### src/rtl/reg_op_seq.sv
// Multi-cycle register-to-register operation sequencer driving an 8x8 register file port.
// Optional saturating arithmetic is enabled by defining REG_OP_SAT_EN.
module reg_op_seq #(
    parameter int unsigned WIDTH = 8,
    parameter int unsigned AW    = 3
) (
    input  logic             clk,
    input  logic             reset,
    input  logic             cmd_valid,
    output logic             cmd_ready,
    input  logic [1:0]       cmd_op,
    input  logic [AW-1:0]    cmd_rd,
    input  logic [AW-1:0]    cmd_rs1,
    input  logic [AW-1:0]    cmd_rs2,
    input  logic [WIDTH-1:0] cmd_imm,
    output logic             rf_load,
    output logic [AW-1:0]    rf_sel,
    output logic [WIDTH-1:0] rf_d,
    input  logic [WIDTH-1:0] rf_q,
    output logic [WIDTH-1:0] result,
    output logic             flag_z,
    output logic             flag_c,
    output logic             done
);

    localparam logic [1:0] OP_ADD = 2'b00;
    localparam logic [1:0] OP_SUB = 2'b01;
    localparam logic [1:0] OP_XOR = 2'b10;
    localparam logic [1:0] OP_LDI = 2'b11;

    typedef enum logic [2:0] {
        IDLE = 3'd0,
        RD_A = 3'd1,
        RD_B = 3'd2,
        EXEC = 3'd3,
        WB   = 3'd4
    } state_t;

    state_t           state, state_nx;
    logic [1:0]       op_q, op_nx;
    logic [AW-1:0]    rd_q, rd_nx;
    logic [AW-1:0]    rs2_q, rs2_nx;
    logic [WIDTH-1:0] imm_q, imm_nx;
    logic [WIDTH-1:0] opa_q, opa_nx;
    logic [WIDTH-1:0] opb_q, opb_nx;
    logic [WIDTH-1:0] result_nx;
    logic             z_nx, c_nx;
    logic             ready_nx, load_nx, done_nx;
    logic [AW-1:0]    sel_nx;
    logic [WIDTH-1:0] d_nx;

    logic [WIDTH:0]   alu_sum;
    logic [WIDTH-1:0] alu_res;
    logic             alu_c;

    // ALU on the latched operands and command
    always_comb begin
        alu_sum = {1'b0, opa_q} + {1'b0, opb_q};
        alu_res = '0;
        alu_c   = 1'b0;
        case (op_q)
            OP_ADD: begin
                alu_res = alu_sum[WIDTH-1:0];
                alu_c   = alu_sum[WIDTH];
`ifdef REG_OP_SAT_EN
                if (alu_sum[WIDTH]) alu_res = '1;
`endif
            end
            OP_SUB: begin
                alu_res = opa_q - opb_q;
                alu_c   = (opa_q < opb_q);
`ifdef REG_OP_SAT_EN
                if (opa_q < opb_q) alu_res = '0;
`endif
            end
            OP_XOR:  alu_res = opa_q ^ opb_q;
            OP_LDI:  alu_res = imm_q;
            default: alu_res = '0;
        endcase
    end

    // Next state and next registered outputs; rs1 is consumed straight into rf_sel at accept
    always_comb begin
        state_nx  = state;
        op_nx     = op_q;
        rd_nx     = rd_q;
        rs2_nx    = rs2_q;
        imm_nx    = imm_q;
        opa_nx    = opa_q;
        opb_nx    = opb_q;
        result_nx = result;
        z_nx      = flag_z;
        c_nx      = flag_c;
        load_nx   = 1'b0;
        sel_nx    = '0;
        d_nx      = '0;
        done_nx   = 1'b0;
        ready_nx  = 1'b0;

        case (state)
            IDLE: begin
                if (cmd_valid) begin
                    op_nx  = cmd_op;
                    rd_nx  = cmd_rd;
                    rs2_nx = cmd_rs2;
                    imm_nx = cmd_imm;
                    if (cmd_op == OP_LDI) begin
                        state_nx = EXEC;
                    end else begin
                        state_nx = RD_A;
                        sel_nx   = cmd_rs1;
                    end
                end
            end
            RD_A: begin
                opa_nx   = rf_q;
                sel_nx   = rs2_q;
                state_nx = RD_B;
            end
            RD_B: begin
                opb_nx   = rf_q;
                state_nx = EXEC;
            end
            EXEC: begin
                result_nx = alu_res;
                z_nx      = (alu_res == '0);
                c_nx      = alu_c;
                load_nx   = 1'b1;
                sel_nx    = rd_q;
                d_nx      = alu_res;
                state_nx  = WB;
            end
            WB: begin
                done_nx  = 1'b1;
                state_nx = IDLE;
            end
            default: state_nx = IDLE;
        endcase

        ready_nx = (state_nx == IDLE);
    end

    always_ff @(posedge clk or negedge reset) begin
        if (!reset) begin
            state     <= IDLE;
            op_q      <= '0;
            rd_q      <= '0;
            rs2_q     <= '0;
            imm_q     <= '0;
            opa_q     <= '0;
            opb_q     <= '0;
            result    <= '0;
            flag_z    <= 1'b0;
            flag_c    <= 1'b0;
            cmd_ready <= 1'b1;
            rf_load   <= 1'b0;
            rf_sel    <= '0;
            rf_d      <= '0;
            done      <= 1'b0;
        end else begin
            state     <= state_nx;
            op_q      <= op_nx;
            rd_q      <= rd_nx;
            rs2_q     <= rs2_nx;
            imm_q     <= imm_nx;
            opa_q     <= opa_nx;
            opb_q     <= opb_nx;
            result    <= result_nx;
            flag_z    <= z_nx;
            flag_c    <= c_nx;
            cmd_ready <= ready_nx;
            rf_load   <= load_nx;
            rf_sel    <= sel_nx;
            rf_d      <= d_nx;
            done      <= done_nx;
        end
    end

endmodule

### config.mk
export PLATFORM = sky130hd
export DESIGN_NAME = reg_op_seq
export DESIGN_NICKNAME = d
export VERILOG_FILES = /design/src/rtl/reg_op_seq.sv
export SDC_FILE = /design/constraint.sdc
export NUM_CORES = 1
export LEC_CHECK = 0
export ABC_AREA = 1
export CORE_AREA = 2 2 99 101
export DETAILED_ROUTE_END_ITERATION = 7
export DIE_AREA = 0 0 101 103
export PLACE_DENSITY = 0.6
export SYNTH_ARGS = -nofsm -noshare
export SYNTH_HDL_FRONTEND = slang
export SYNTH_SLANG_ARGS = --single-unit
### constraint.sdc
create_clock -name clk -period 2.25 [get_ports clk]
set_input_delay 0.45 -clock clk [delete_from_list [all_inputs] [get_ports clk]]
set_output_delay 0.45 -clock clk [all_outputs]
set_load 0.02 [all_outputs]
==> summary.md <==
The cell sitting at the root of the clock tree is a sky130_fd_sc_hd__clkbuf_8. The floorplan step set the die height to 103 um. In this run the cell area of the synthesized design comes to 3172 um2. In this run the critical register-to-register path is captured at flag_z$_DFFE_PN0P_. The logs give 0.4977 GHz for the highest attainable clock frequency and 4 for the number of iterations in the first detailed-routing pass. The mean instance size in the synthesized netlist came out at 7.643 um2.

The actual slew at the worst max-slew pin is 0.6781 ns. Across the VDD grid, the largest voltage drop is 441.9 uV. After clock tree synthesis, the clock-pin slew on the worst setup and hold paths is 0.07 ns.

STA classifies the critical path startpoint as a flip-flop. The fraction of the core area covered by cells at the end of the flow was 42.55%; the arrival time of the worst setup path was 2.29 ns. The tools report the count of yosys warnings during synthesis as 0.

The quantity of gates resized following cts was 0; the remaining antenna violation count was 0. At the end of the flow, the number of nets in the layout was 521. The number of standard cells in the layout, taps in and fillers out came out at 592. The total inserted antenna cells was 0. In this run the critical register-to-register path is launched from opa_q[0]$_DFFE_PN0N_. The tightest hold path in the finished design has a slack of 0.05572 ns.

The wire length per cell after detailed routing came out at 12.40 um. The netlist uses 29 different library cells. The tools report the die footprint as 10400 um2.

The multi-input combinational cell area was 1418 um2. The worst setup path is of the flip-flop to flip-flop kind. The cts-stage hold buffer count is 0. The run finished with clean final reports. The fraction of final layout cells sized beyond drive strength 1 works out to 8.159%.

The hold violation total from the final report is 0, and the area of the core is 9459 um2. The smallest clock period supported by the final layout is computed as 2.009 ns. After detailed routing, the number of remaining DRC violations is 0. The number of nets handed over by synthesis was 463. The logs give 2.085 nW for the leakage power total and 0 for the max-capacitance violation count. The number of antenna violations at the first check in global routing was 0; the worst slack at placement was 0.2740 ns. Number of top-level pins: 54. Start point of the critical path: opa_q[0]$_DFFE_PN0N_. For the number of max-slew violations in the final report, the log shows 0.

Overall via count from detail_route: 2789. Most frequent standard cell in the layout excluding fill and tap cells: sky130_fd_sc_hd__nand2_1. TritonCTS built the clock tree.

Counting cells, the worst reg-to-reg path comes to 14. The TritonCTS buffer count came out at 9. Measured along the x axis, the die boundary spans 101 um. The tools report the cell count after placement as 576. The H-tree was split into 3 levels. Counting along the longest clock path gives a buffer depth of 2. The buffers inserted during post-CTS setup optimization came out at 0. Class of the most critical hold timing path: input pin to async pin.

In the layout the commonest cells are 141 x sky130_fd_sc_hd__nand2_1, 58 x sky130_fd_sc_hd__dfrtp_1, 52 x sky130_fd_sc_hd__clkdlybuf4s50_1. The largest fanout on the critical path is 3. The logs give 2602 for the via count of the first global-routing pass and 0.34 ns for the source-to-sink clock delay at the later pin of the worst-skew pair.

Global routing used 15.18% of the available tracks. The first routing iteration left 140 violations. The total clock sinks came out at 59. Detailed placement finished with a half-perimeter wire length of 5.662 mm. For the number of cells produced by synthesis, the log shows 415. The worst-case setup margin in the final layout is 0.2408 ns. The worst pin sits at a relative slew slack of 54.67%. Setup repair after global routing left no endpoint under its margin. The post-synthesis to final-layout area growth was 26.90%; the reg-to-reg setup timing slack was 0.24 ns. The post-route total power is 6.614 mW, and the maximum number of pins on one net before global-route repair is 22. In this run, synthesis produced a sequential element count of 59. Summing all placed instances gives a cell area of 3822 um2. In this run the worst setup path terminates at flag_z$_DFFE_PN0P_.

After layout, the worst path uses 89.30% of the clock period. Setup violations remaining at the end of the flow were counted as 0. For the worst-case clock skew, the log shows 0.008471 ns. The final weighted congestion in routability-driven placement is 0.9042. The endpoint type of the worst setup path is a flip-flop. For the residual overflow from global routing, the log shows 0. The final non-filler cell area was 4025 um2; the number of I/O port buffers was 53. Dividing total power by cell area gives a power density of 1643 nW/um2. For the final routed database, the setup TNS stands at 0 ns. Data on the critical path is required at its endpoint by 2.53 ns. The global-route wire length before repair was 12.36 mm; the sequential element share of the synthesized area was 46.59%. In the routed layout, each cell is associated on average with a via count of 4.711.

The area occupied by registers is 1478 um2, and the total detailed-routing wirelength is 7.342 mm. The initialized floorplan defines 36 standard-cell rows. After filler insertion, the fill cell instance count of the layout stands at 975. The initial utilization of the core area, before any placement, comes to 33.53%.
-- flip-flops by register name, indices dropped and copies added (netlist names) --
name       count
rf_sel         3
done           1
state          3
flag_z         1
flag_c         1
cmd_ready      1
opb_q          8
rf_d           8
result         8
rf_load        1
opa_q          8
op_q           2
rd_q           3
imm_q          8
rs2_q          3
-- cell type report --
cell class	instances	share of cell area [%]
multi-input combinational	286	35.22
clock inverter	6	1.616
tap	114	3.544
clock buffer	10	3.419
sequential	59	36.71
timing repair buffer	58	13.99
inverter	59	5.502
-- critical path, cell delays in order (launching register included) --
cell	delay, ns
sky130_fd_sc_hd__dfrtp_1	0.37
sky130_fd_sc_hd__inv_1	0.05
sky130_fd_sc_hd__ha_1	0.22
sky130_fd_sc_hd__fa_1	0.39
sky130_fd_sc_hd__inv_1	0.07
sky130_fd_sc_hd__nand2_1	0.06
sky130_fd_sc_hd__nand2_1	0.10
sky130_fd_sc_hd__nand3_1	0.10
sky130_fd_sc_hd__nand2_1	0.09
sky130_fd_sc_hd__nand2_1	0.05
sky130_fd_sc_hd__nand3_1	0.07
sky130_fd_sc_hd__nand3_1	0.10
sky130_fd_sc_hd__nor2_1	0.13
sky130_fd_sc_hd__nand3_1	0.08
sky130_fd_sc_hd__nand2_1	0.06
-- per-layer routing --
layer	global-route usage, %	vias to the layer above	share of wire [%]
li1	-	1416	-
met1	21.08	1286	49
met2	22.97	71	44
met3	2.305	16	4.0
met4	8.004	0	2.7
met5	0	-	0
-- cell usage after synthesis, drive strengths merged --
cell type	number	area [um2]
nand2	142	535.5
inv	59	221.5
dfrtp	58	1451
nand3	37	185.2
o21ai	30	150.1
nor2	29	126.4
ha	16	200.2
a21oi	14	73.82
buf	7	40.03
nand4	6	37.54
clkbuf	4	15.01
or2	3	18.77
fa	2	40.04
nor3	2	15.01
a31oi	1	6.260
and2	1	6.260
dfstp	1	26.28
nand3b	1	7.510
o22ai	1	6.260
xor2	1	8.760
-- logic make-up (layout without fill, tap and decap cells) --
group,count (synthesis),after routing,share of synthesized area [%]
and+or+nand+nor,221,221,29.39
adders and majority gates,18,18,7.574
AOI/OAI and AO/OA,46,46,7.456
DFF,59,59,46.59
buffers and inverters,70,133,8.718
xor gates and xnor gates,1,1,0.2762
-- power breakdown --
part | total, mW | switching [mW] | internal, mW
Combinational | 3.71 | 2.32 | 1.39
Clock | 0.985 | 0.446 | 0.539
Sequential | 1.92 | 0.356 | 1.56
Total | 6.61 | 3.12 | 3.49
-- how the worst min path moves through the flow --
stage,startpoint,end,slack [ns],cells past startpoint
2_1_floorplan,reset,done$_DFF_PN0_,0.15,0
4_1_cts,reset,rf_load$_DFF_PN0_,0.06,1
6_report,reset,rf_load$_DFF_PN0_,0.06,1
3_3_place_gp,reset,imm_q[0]$_DFFE_PN0P_,0.43,1
5_1_grt,reset,rf_sel[0]$_DFF_PN0_,0.08,1
3_5_place_dp,reset,rf_load$_DFF_PN0_,0.43,1
No activity file was read; power rests on OpenSTA's default activity.
